**config.mk**
```make
export PLATFORM = sky130hd
export DESIGN_NAME = disp_seq_ctrl
export DESIGN_NICKNAME = d
export VERILOG_FILES = /design/src/rtl/disp_seq_pkg.sv /design/src/rtl/disp_seq_ctrl_frame_edge_det.sv /design/src/rtl/disp_seq_ctrl.sv
export SDC_FILE = /design/constraint.sdc
export NUM_CORES = 1
export LEC_CHECK = 0
export CORE_ASPECT_RATIO = 0.75
export CORE_MARGIN = 2
export CORE_UTILIZATION = 43
export CTS_BUF_LIST = sky130_fd_sc_hd__clkbuf_2
export DETAILED_ROUTE_END_ITERATION = 8
export GPL_TIMING_DRIVEN = 0
export PLACE_DENSITY = 0.83
export SETUP_SLACK_MARGIN = 0.05
export SKIP_LAST_GASP = 1
export SLEW_MARGIN = 20
export SYNTH_ARGS = -nofsm -noshare
export SYNTH_HDL_FRONTEND = slang
export SYNTH_SLANG_ARGS = --single-unit
```
**constraint.sdc**
```tcl
create_clock -name lcd_clk_33m -period 2.8 [get_ports lcd_clk_33m]
set_input_delay 0.56 -clock lcd_clk_33m [delete_from_list [all_inputs] [get_ports lcd_clk_33m]]
set_output_delay 0.56 -clock lcd_clk_33m [all_outputs]
set_load 0.005 [all_outputs]
```
**src/rtl/disp_seq_pkg.sv**
```systemverilog
// Shared state encoding and constants for the display source sequencer.
package disp_seq_pkg;

    typedef enum logic [2:0] {
        ST_UI         = 3'd0,
        ST_BLK_TO_IMG = 3'd1,
        ST_IMG        = 3'd2,
        ST_BLK_TO_UI  = 3'd3,
        ST_SLEEP      = 3'd4
    } disp_state_t;

    localparam logic [23:0] BLACK = 24'h000000;

endpackage

```
**src/rtl/disp_seq_ctrl_frame_edge_det.sv**
```systemverilog
// Frame boundary detector: one-cycle fb pulse when vsync first reaches its asserted level.
module frame_edge_det
    import disp_seq_pkg::*;
#(
    parameter logic VS_POL = 1'b0
) (
    input  logic lcd_clk_33m,
    input  logic rst_n,
    input  logic vsync,
    output logic fb
);

    logic vs_prev;

    // Resetting to the asserted level suppresses a spurious fb right after reset.
    always_ff @(posedge lcd_clk_33m or negedge rst_n) begin
        if (!rst_n) vs_prev <= VS_POL;
        else        vs_prev <= vsync;
    end

    assign fb = (vsync == VS_POL) && (vs_prev != VS_POL);

endmodule

```
**src/rtl/disp_seq_ctrl.sv**
```systemverilog
// Display source sequencer: UI/image switching with black-frame blanking,
// idle sleep with backlight off, and activity wake-up, all aligned to frame boundaries.
module disp_seq_ctrl
    import disp_seq_pkg::*;
#(
    parameter int   BLANK_FRAMES = 2,
    parameter int   IDLE_FRAMES  = 1800,
    parameter logic VS_POL       = 1'b0
) (
    input  logic        lcd_clk_33m,
    input  logic        rst_n,
    input  logic        vsync,
    input  logic        mode_req,
    input  logic        activity,
    input  logic [23:0] pix_data_ui,
    input  logic [23:0] pix_data_img,
    output logic [23:0] pix_data,
    output logic        display_mode,
    output logic        blank,
    output logic        lcd_bl_en
);

    localparam logic [3:0]  BLK_LAST  = 4'((BLANK_FRAMES > 0) ? BLANK_FRAMES - 1 : 0);
    localparam logic [11:0] IDLE_LAST = 12'((IDLE_FRAMES > 0) ? IDLE_FRAMES - 1 : 0);
    localparam bit          NO_BLANK  = (BLANK_FRAMES == 0);
    localparam bit          IDLE_EN   = (IDLE_FRAMES > 0);

    logic        fb;
    logic        mode_meta, mode_s;
    disp_state_t state_q, state_d;
    logic [3:0]  blank_cnt_q, blank_cnt_d;
    logic [11:0] idle_cnt_q, idle_cnt_d;
    logic        wake_pend_q, wake_pend_d;
    logic        disp_mode_q, disp_mode_d;

    frame_edge_det #(.VS_POL(VS_POL)) u_frame_edge_det (
        .lcd_clk_33m (lcd_clk_33m),
        .rst_n       (rst_n),
        .vsync       (vsync),
        .fb          (fb)
    );

    always_ff @(posedge lcd_clk_33m or negedge rst_n) begin
        if (!rst_n) begin
            mode_meta   <= 1'b0;
            mode_s      <= 1'b0;
            state_q     <= ST_UI;
            blank_cnt_q <= '0;
            idle_cnt_q  <= '0;
            wake_pend_q <= 1'b0;
            disp_mode_q <= 1'b0;
        end else begin
            mode_meta   <= mode_req;
            mode_s      <= mode_meta;
            state_q     <= state_d;
            blank_cnt_q <= blank_cnt_d;
            idle_cnt_q  <= idle_cnt_d;
            wake_pend_q <= wake_pend_d;
            disp_mode_q <= disp_mode_d;
        end
    end

    always_comb begin
        state_d     = state_q;
        blank_cnt_d = blank_cnt_q;
        wake_pend_d = wake_pend_q || (activity && (state_q == ST_SLEEP));
        if (fb) begin
            case (state_q)
                ST_UI: begin
                    if (mode_s) begin
                        state_d     = NO_BLANK ? ST_IMG : ST_BLK_TO_IMG;
                        blank_cnt_d = '0;
                    end else if (IDLE_EN && !activity && (idle_cnt_q == IDLE_LAST)) begin
                        state_d = ST_SLEEP;
                    end
                end
                ST_IMG: begin
                    if (!mode_s) begin
                        state_d     = NO_BLANK ? ST_UI : ST_BLK_TO_UI;
                        blank_cnt_d = '0;
                    end else if (IDLE_EN && !activity && (idle_cnt_q == IDLE_LAST)) begin
                        state_d = ST_SLEEP;
                    end
                end
                // Target follows mode_s; the count is never restarted on a retarget,
                // so a reversal mid-blank still yields exactly BLANK_FRAMES black frames.
                ST_BLK_TO_IMG, ST_BLK_TO_UI: begin
                    if (blank_cnt_q == BLK_LAST) begin
                        state_d = mode_s ? ST_IMG : ST_UI;
                    end else begin
                        state_d     = mode_s ? ST_BLK_TO_IMG : ST_BLK_TO_UI;
                        blank_cnt_d = blank_cnt_q + 4'd1;
                    end
                end
                ST_SLEEP: begin
                    if (wake_pend_q || activity) begin
                        state_d     = mode_s ? ST_IMG : ST_UI;
                        wake_pend_d = 1'b0;
                    end
                end
                default: state_d = ST_UI;
            endcase
        end
    end

    always_comb begin
        idle_cnt_d = idle_cnt_q;
        if (activity || (state_d != state_q)) begin
            idle_cnt_d = '0;
        end else if (fb && ((state_q == ST_UI) || (state_q == ST_IMG)) && (idle_cnt_q != '1)) begin
            idle_cnt_d = idle_cnt_q + 12'd1;
        end
    end

    always_comb begin
        case (state_d)
            ST_IMG, ST_BLK_TO_UI: disp_mode_d = 1'b1;
            ST_UI, ST_BLK_TO_IMG: disp_mode_d = 1'b0;
            default:              disp_mode_d = disp_mode_q;
        endcase
    end

    assign display_mode = disp_mode_q;
    assign blank        = (state_q == ST_BLK_TO_IMG) || (state_q == ST_BLK_TO_UI) ||
                          (state_q == ST_SLEEP);
    assign lcd_bl_en    = (state_q != ST_SLEEP);

    always_comb begin
        if (blank)             pix_data = BLACK;
        else if (display_mode) pix_data = pix_data_img;
        else                   pix_data = pix_data_ui;
    end

endmodule

```
**After elaboration in Yosys (flattened, before gate mapping)**

Index checks and enable logic that the tools add are counted.

- Add/subtract/negate cells: 2
- Eq/ne operators: 15
- Muxes and demuxes: 21
- Bitwise gates (word level): 1
- Reductions and logical operators: 21

Operator list:

| cell | count |
|---|---|
| $mux 24 | 2 |
| $mux 12 | 2 |
| $mux 3 | 5 |
| $add 12x1->12 const B | 1 |
| $eq 12x11->1 const B | 1 |
| $eq 3x2->1 const B | 4 |
| $mux 4 | 3 |
| $ne 12x12->1 const B | 1 |
| $pmux 3 s4 | 1 |
| $pmux 4 s3 | 1 |
| $eq 3x1->1 const B | 2 |
| $logic_not 3->1 | 2 |
| $logic_or 1x1->1 | 6 |
| $mux 2 | 3 |
| $ne 2x2->1 const B | 3 |
| $reduce_or 2->1 | 3 |
| $logic_and 1x1->1 | 5 |
| $reduce_and 5->1 | 1 |
| $add 4x1->4 const B | 1 |
| $eq 4x1->1 const B | 1 |
| $reduce_bool 2->1 | 2 |
| $eq 3x3->1 const B | 1 |
| $mux 1 | 3 |
| $ne 3x3->1 | 1 |
| 5 further kinds | 5 |

- Register bits: 24
- Input bits: 53

**Longest topological paths before layout**

Gate-level depths: netlist of the first run.

- Depth after elaboration: 9
- Depth in mapped cells: 8
- Gate-level depth less buffers: 7

**Hierarchy**

Synthesis of the first run repeated with hierarchy kept, for this count alone.

- Cell total of the unflattened synthesis: 193
- Area, all modules: 1757.9 µm²

Modules (own cells, without submodules):

| module | times used | cells an instance | area an instance (µm²) | sequential area each (µm²) |
|---|---|---|---|---|
| disp_seq_ctrl | 1 | 191 | 1719.1 | 575.6 |
| frame_edge_det | 1 | 2 | 38.8 | 25.0 |

**Worst setup path before layout of the first run**

OpenSTA, ideal clock, no wires.

- Kind: input to register
- From: in activity
- To: reg idle_cnt_q[10]
- Setup time: 0.095 ns
- Data arrival time: 2.234 ns
- Path slack: 0.472 ns
- Stages on the path: 6
- Cell sequence: or4_1 -> and3_1 -> a2111o_1 -> a211o_1 -> buf_6 -> nor4_4

- Cells in the longest elaborated chain, start to end: 9
- Elaborated cells between the ends (all ways): 13
- Classes of those cells: eq/ne: 1; mux: 7; reduce/logical: 5

Ends and longest elaborated chain:

| element | line | source |
|---|---|---|
| start: declaration | disp_seq_ctrl.sv:14 | `input logic activity,` |
| $logic_not 1->1 | disp_seq_ctrl.sv:73, disp_seq_ctrl.sv:81 |  |
| $logic_and 1x1->1 | disp_seq_ctrl.sv:73, disp_seq_ctrl.sv:81 |  |
| $mux 3 | disp_seq_ctrl.sv:73, disp_seq_ctrl.sv:81 |  |
| $mux 3, on equally long branches | disp_seq_ctrl.sv:78, disp_seq_ctrl.sv:70 |  |
| $pmux 3 s4 | disp_seq_ctrl.sv:68 | `case (state_q)` |
| $mux 3 | disp_seq_ctrl.sv:67 | `if (fb) begin` |
| $ne 3x3->1 | disp_seq_ctrl.sv:108 | `if (activity \|\| (state_d != state_q)) begin` |
| $logic_or 1x1->1 * | disp_seq_ctrl.sv:108 |  |
| $mux 12 or $reduce_bool 2->1 (tied branches) | -- |  |
| end signal: assignment | disp_seq_ctrl.sv:57 | `idle_cnt_q <= idle_cnt_d;` |
| end: declaration | disp_seq_ctrl.sv:32 | `logic [11:0] idle_cnt_q, idle_cnt_d;` |

Every way passes the cells marked *; elsewhere a longest branch is shown, timed or not.
A chain may end at the register's enable or synchronous reset.

**Worst setup path in the final report of the first run**

- From: reg state_q[2]
- To: out pix_data[10]

- Cells in the longest elaborated chain, start to end: 4
- Elaborated cells between the ends (all ways): 6
- Classes of those cells: eq/ne: 3; mux: 1; reduce/logical: 2

Ends and longest elaborated chain:

| element | line | source |
|---|---|---|
| start: declaration | disp_seq_ctrl.sv:30 | `disp_state_t state_q, state_d;` |
| start signal: assignment | disp_seq_ctrl.sv:55 | `state_q <= state_d;` |
| $eq 3x1->1 or $eq 3x2->1 (tied branches) | disp_seq_ctrl.sv:124 | `assign blank = (state_q == ST_BLK_TO_IMG) \|\| (state_q == ST_BLK_TO_UI) \|\|` |
| $logic_or 1x1->1 | disp_seq_ctrl.sv:124 |  |
| $logic_or 1x1->1 * | disp_seq_ctrl.sv:124 |  |
| $mux 24 * | disp_seq_ctrl.sv:129 | `if (blank) pix_data = BLACK;` |
| end: declaration | disp_seq_ctrl.sv:17 | `output logic [23:0] pix_data,` |

Marked as above.

==> results.py, run 1 <==
metrics = {
    "detailed_routing": {
        "vias": 1684,
        "routed_wirelength_um": 4470,
        "route.detailed.drc": 0,
        "viasPerCell": 5.26,
        "drtIter0Drc": 121,
        "first_pass_iters": 6,
        "route.antenna.remaining_nets": 0,
        "detail_route.wl_per_cell_um": 14.0,
    },
    "worst_setup_path": {
        "timing.critical_path.required_ps": 2240,
        "worstPathCellList": "clkbuf_8, nand2_1, nand2_2, clkbuf_4, nor2_1, clkdlybuf4s50_1",
        "cp_startpoint_kind": "flip-flop",
        "endpoint_kind": "output pin",
        "crit_type": "flip-flop to output pin",
        "worst-endpoint-arrival_ps": 2060,
        "slowest_delay_ps": 520,
        "worst-path-buf-inv": 3,
        "critPathMaxFanout": 10,
        "path_delay_family": "buffers and inverters",
        "critical-path-slowest-cell": "sky130_fd_sc_hd__clkdlybuf4s50_1",
    },
    "synth": {
        "ys_ff_latch": 24,
        "post-synth-top-area-cell": "sky130_fd_sc_hd__dfrtp_1",
        "syn-mean-instance-area_um2": 9.18,
        "async_flop_share_pct": 100,
        "main_flop_type_after_synthesis": "sky130_fd_sc_hd__dfrtp_1",
        "synth-edff-count": 0,
        "synth.yosys.warnings": 0,
        "post_synth_inst_count": 186,
        "cell_area_after_synthesis_um2": 1710,
        "synth.area.top_cells": "sky130_fd_sc_hd__dfrtp_1 (35%), sky130_fd_sc_hd__mux2i_1 (15%), sky130_fd_sc_hd__nor2_1 (7.0%)",
        "number_of_distinct_library_cell_variants_in_the_gate_level_netlist_after_synthesis": 48,
        "ys_seq_area_share_pct": 35.2,
        "mappedNetlistNets": 242,
        "area_fraction_of_the_dominant_cell_type_after_synthesis_pct": 35.2,
    },
    "sta": {
        "max_clock_freq_mhz": 381,
        "unrepaired_setup_endpoints_after_global_routing": "false",
        "post-route-min-period_ps": 2620,
        "layout_worst_path_cycle_share_pct": 93.6,
        "timing.final.ws_setup_ps": 179,
        "report.final.hold_viol_count": 0,
        "tightest_slew_ps": 608,
        "maximum_clock_skew_at_final_layout_ps": 3.75,
        "number_of_endpoints_failing_setup_at_the_final_stage": 0,
        "slew-limit-headroom_pct": 59.2,
        "drv_slew": 0,
    },
    "pwr": {
        "power.ir.vdd_worst_mv": 0.474,
        "reported_leakage_power_nw": 1.16,
        "powerDensity_nw_per_um2": 622,
        "total_power_of_the_final_layout_w": 0.00163,
    },
    "finish": {
        "most-common-layout-cells": "sky130_fd_sc_hd__clkdlybuf4s50_1 (75), sky130_fd_sc_hd__nor2_1 (31), sky130_fd_sc_hd__mux2i_1 (26), sky130_fd_sc_hd__dfrtp_1 (24), sky130_fd_sc_hd__nand2_1 (12)",
        "area_growth_syn_to_layout_pct": 53.0,
        "final_nets": 326,
        "layout.cells.most_common": "sky130_fd_sc_hd__clkdlybuf4s50_1",
        "fill_cells": 308,
        "diodes": 0,
        "final_layout_size_suffix_gt1_share_pct": 10.4,
    },
    "global_routing": {
        "aggregate_global_route_resource_usage_pct": 20.3,
        "first_global_vias": 1614,
        "overflow": 0,
        "number_of_antenna_violations_at_the_first_check_in_global_routing": 0,
        "grt_start_max_net_pins": 25,
        "wire_length_of_the_first_global_routing_pass_um": 7410,
    },
    "die": {
        "initial_core_util_pct": 45.8,
        "die_height_um": 58.6,
        "design.portCount": 80,
        "fp-row-count": 19,
        "fp.dieArea_um2": 4500,
        "core-area_um2": 3730,
        "horizontal_die_dimension_um": 76.8,
    },
    "placement": {
        "routabilityCongestion": 0.872,
        "hpwl_um": 3690,
        "post-place-ws_ps": -99.5,
        "port_buffers": 79,
    },
    "min_path": {
        "worst_hold_path_type": "primary input to asynchronous set/reset pin",
    },
    "clock_network": {
        "worstSkewPairLatency_ps": 330,
        "cts_post_setup_buffers_inserted": 0,
        "tritoncts_clock_tree": "yes",
        "path_clk_slew_ps": 210,
        "h-tree-depth": 1,
        "holdBufCountCts": 0,
        "clock_sinks": 24,
        "cts_made_buffers": 3,
        "ctsLongestPathBuffers": 2,
        "root_buffer_cell": "sky130_fd_sc_hd__clkbuf_2",
    },
    "job": {
        "maxCapViolations": 0,
    },
    "status": {
        "outcome": "complete, no violations",
    },
}
## per-layer routing
| layer | GRT usage [%] | vias up | part of all wire (%) |
|---|---|---|---|
| met5 | 0 | - | 0 |
| met4 | 2.34 | 0 | 0.34 |
| met3 | 3.37 | 2 | 4.9 |
| met2 | 31.2 | 50 | 45 |
| met1 | 31.0 | 778 | 49 |
| li1 | - | 854 | - |
## stage by stage
step	hold WS [ps]	setup TNS, ps	area (um^2)	std cells	util [%]
floorplan	264	0	1710	186	-
global placement	336	-892	2560	317	68.7
detailed placement	336	-832	2560	317	68.7
CTS	381	0	2590	320	69.5
global route	184	0	2610	320	70.0
finish	164	0	2610	320	70.0
## registers in the layout (all words and copies together), names as in the netlist
| name | flops |
|---|---|
| mode_meta | 1 |
| display_mode | 1 |
| wake_pend_q | 1 |
| state_q | 3 |
| blank_cnt_q | 4 |
| mode_s | 1 |
| u_frame_edge_det.vs_prev | 1 |
| idle_cnt_q | 12 |
## report_power, final
part	total, W	internal, W	switching, W
logic	0.00106	0.000600	0.000459
registers	0.000441	0.000391	0.0000497
clock network	0.000126	0.0000292	0.0000968
## synthesized netlist by cell type (all sizes together) (2+ instances only)
library cell / number
nor2: 32
nand3: 8
or3: 5
and3: 4
nor3: 10
nand4: 2
a31oi: 5
o21ai: 3
ha: 3
nand2: 13
nor4: 3
a2111oi: 2
clkbuf: 5
mux2i: 26
xor2: 6
or4: 3
a21oi: 3
dfrtp: 24
buf: 4
nor3b: 2
xnor2: 2
inv: 2
## final timing paths
check	startpoint	end	slack, ps	cells after the start
max reg2reg	state_q[1]$_DFF_PN0_	idle_cnt_q[11]$_DFFE_PN0P_	360	6
min in group lcd_clk_33m	mode_meta$_DFF_PN0_	mode_s$_DFF_PN0_	380	0
max in group asynchronous	rst_n	idle_cnt_q[5]$_DFFE_PN0P_	2290	1
min	rst_n	idle_cnt_q[8]$_DFFE_PN0P_	160	1
min reg2reg	mode_meta$_DFF_PN0_	mode_s$_DFF_PN0_	380	0
max	state_q[2]$_DFF_PN0_	pix_data[10]	180	6
## repair_timing
| action | in CTS | in global routing |
|---|---|---|
| resized for setup | 9 | 7 |
| setup endpoints to repair | 20 | 20 |
| pin swaps | 0 | 0 |
## worst reg2reg max path, cell delays in order (launching register included)
cell and delay [ps]:
sky130_fd_sc_hd__dfrtp_1 520, sky130_fd_sc_hd__or4_1 580, sky130_fd_sc_hd__and3_1 200, sky130_fd_sc_hd__a2111o_1 340, sky130_fd_sc_hd__a211o_1 310, sky130_fd_sc_hd__buf_6 160, sky130_fd_sc_hd__nor4_4 250
## final cells by class
| type | count | area (um^2) | share of cell area (%) |
|---|---|---|---|
| buffer | 9 | 76.3 | 2.92 |
| tap | 52 | 65.1 | 2.49 |
| timing repair buffer | 79 | 793 | 30.4 |
| multi-input combinational | 151 | 1050 | 40.4 |
| clock buffer | 3 | 15.0 | 0.575 |
| sequential | 24 | 601 | 23.0 |
| inverter | 2 | 7.51 | 0.287 |
## cells by family after synthesis
kind of cell	count (synthesis)	synth area share [%]
simple gates	92	29.7
mux	27	15.9
flops	24	35.2
compound gates	21	8.86
buf+inv	11	4.10
xor+xnor	8	4.10
fa+ha+maj	3	2.20
Note: power is estimated with default switching activity, not from simulation.
==> run 2, diff against run 1 <==
- SLEW_MARGIN: 20 -> default
==> results.py, run 2 (synthesis results as in run 1) <==
metrics = {
    "detailed_routing": {
        "route.detailed.drc": 0,
        "route.antenna.remaining_nets": 0,
        "vias": 1698,
        "routed_wirelength_um": 4490,
        "drtIter0Drc": 123,
        "detail_route.wl_per_cell_um": 14.0,
        "viasPerCell": 5.31,
        "first_pass_iters": 6,
    },
    "worst_setup_path": {
        "worst-path-buf-inv": 3,
        "setup_slack_of_the_worst_register_to_register_path_ps": 360,
        "worst-endpoint-arrival_ps": 2060,
        "crit_type": "flip-flop to output pin",
        "rr_worst_depth": 6,
        "critPathMaxFanout": 10,
        "timing.rr.start": "state_q[1]$_DFF_PN0_",
        "path_delay_family": "buffers and inverters",
        "slowest_delay_ps": 520,
        "cp_startpoint_kind": "flip-flop",
        "startpoint": "state_q[2]$_DFF_PN0_",
        "timing.critical_path.required_ps": 2240,
        "critical-path-slowest-cell": "sky130_fd_sc_hd__clkdlybuf4s50_1",
        "worstPathCellList": "clkbuf_8, nand2_1, nand2_2, clkbuf_4, nor2_1, clkdlybuf4s50_1",
        "endpoint_kind": "output pin",
        "worstReg2RegEnd": "idle_cnt_q[11]$_DFFE_PN0P_",
    },
    "clock_network": {
        "holdBufCountCts": 0,
        "tritoncts_clock_tree": "yes",
        "cts_post_setup_buffers_inserted": 0,
        "worstSkewPairLatency_ps": 330,
        "ctsLongestPathBuffers": 2,
        "h-tree-depth": 1,
        "path_clk_slew_ps": 200,
        "clock_sinks": 24,
        "root_buffer_cell": "sky130_fd_sc_hd__clkbuf_2",
        "cts_made_buffers": 3,
    },
    "die": {
        "fp-row-count": 19,
        "die_height_um": 58.6,
        "fp.dieArea_um2": 4500,
        "initial_core_util_pct": 45.8,
        "design.portCount": 80,
        "core-area_um2": 3730,
        "horizontal_die_dimension_um": 76.8,
    },
    "pwr": {
        "powerDensity_nw_per_um2": 622,
        "reported_leakage_power_nw": 1.16,
        "power.ir.vdd_worst_mv": 0.474,
    },
    "sta": {
        "maximum_clock_skew_at_final_layout_ps": 3.59,
        "tightest_slew_ps": 1040,
        "unrepaired_setup_endpoints_after_global_routing": "false",
        "post-route-min-period_ps": 2620,
        "number_of_endpoints_failing_setup_at_the_final_stage": 0,
        "report.final.hold_viol_count": 0,
        "drv_slew": 0,
        "layout_worst_path_cycle_share_pct": 93.5,
        "max_clock_freq_mhz": 382,
        "slew-limit-headroom_pct": 30.7,
    },
    "finish": {
        "final_layout_size_suffix_gt1_share_pct": 10.1,
        "stdcell_area_um2": 2620,
        "final_nets": 326,
        "layout.cells.most_common": "sky130_fd_sc_hd__clkdlybuf4s50_1",
        "registers.top_by_ff_count": "idle_cnt_q",
        "reg_top3": "idle_cnt_q: 12 flops, blank_cnt_q: 4 flops, state_q: 3 flops",
        "area_growth_syn_to_layout_pct": 53.3,
        "largest_register_ffs": 12,
        "diodes": 0,
        "most-common-layout-cells": "sky130_fd_sc_hd__clkdlybuf4s50_1 (76), sky130_fd_sc_hd__nor2_1 (31), sky130_fd_sc_hd__mux2i_1 (26), sky130_fd_sc_hd__dfrtp_1 (24), sky130_fd_sc_hd__nand2_1 (12)",
        "final_core_util_pct": 70.1,
    },
    "placement": {
        "routabilityCongestion": 0.872,
        "port_buffers": 79,
        "hpwl_um": 3690,
        "placed_area_um2": 2560,
    },
    "global_routing": {
        "number_of_antenna_violations_at_the_first_check_in_global_routing": 0,
        "met2_usage_pct": 31.2,
        "overflow": 0,
        "met3_usage_pct": 3.37,
        "first_global_vias": 1614,
        "aggregate_global_route_resource_usage_pct": 20.3,
        "wire_length_of_the_first_global_routing_pass_um": 7410,
        "grt.busiest_layer": "met2",
        "global_route_met1_usage_pct": 31.0,
        "grt_start_max_net_pins": 25,
    },
    "min_path": {
        "hold-path-cell-count": 0,
        "hold_end": "mode_s$_DFF_PN0_",
        "holdCritStartpoint": "mode_meta$_DFF_PN0_",
        "worst_hold_path_type": "flip-flop to flip-flop",
    },
    "job": {
        "maxCapViolations": 0,
    },
    "status": {
        "outcome": "complete, no violations",
    },
}
run 2: timing repair:
item	4_1_cts	5_1_grt
gates resized for setup	9	7
pin swaps	0	0
setup endpoints to repair	20	20
run 2: metrics by stage:
step	setup TNS, ps	hold WS [ps]	power (W)	instances	worst slack [ps]
after floorplan	0	264	0.000966	186	472
after global placement	-892	336	0.00147	317	-98.7
after detailed placement	-832	336	0.00148	317	-99.5
after CTS	0	381	0.00163	320	63.8
after global routing	0	412	0.00174	320	52.1
final	0	381	0.00163	320	181
run 2: worst max-delay path by stage:
stage / endpoint / slack, ps / cells after the start
finish: pix_data[10] / 180 / 6
global route: pix_data[7] / 50 / 7
CTS: pix_data[10] / 60 / 7
detailed placement: idle_cnt_q[10]$_DFFE_PN0P_ / -100 / 7
global placement: idle_cnt_q[10]$_DFFE_PN0P_ / -100 / 7
floorplan: idle_cnt_q[10]$_DFFE_PN0P_ / 470 / 6
run 2: routing by layer:
metal	vias up	wire (um)
met5	-	0
met4	0	18
met3	2	228
met2	56	2040
met1	787	2210
li1	853	-
run 2: where the power goes:
group	internal (W)	switching (W)	leakage, nW
Combinational	0.000601	0.000459	0.827
Clock	0.0000292	0.0000969	0.0125
Sequential	0.000391	0.0000497	0.320
Total	0.00102	0.000606	1.16
run 2: layout make-up:
class	count	area, um^2
inverters	2	7.51
flip-flops and latches	24	601
fillers	307	1110
multi-input cells	151	1050
repair buffers	79	798
well taps	52	65.1
plain buffers	9	76.3
clock buffers	3	15.0
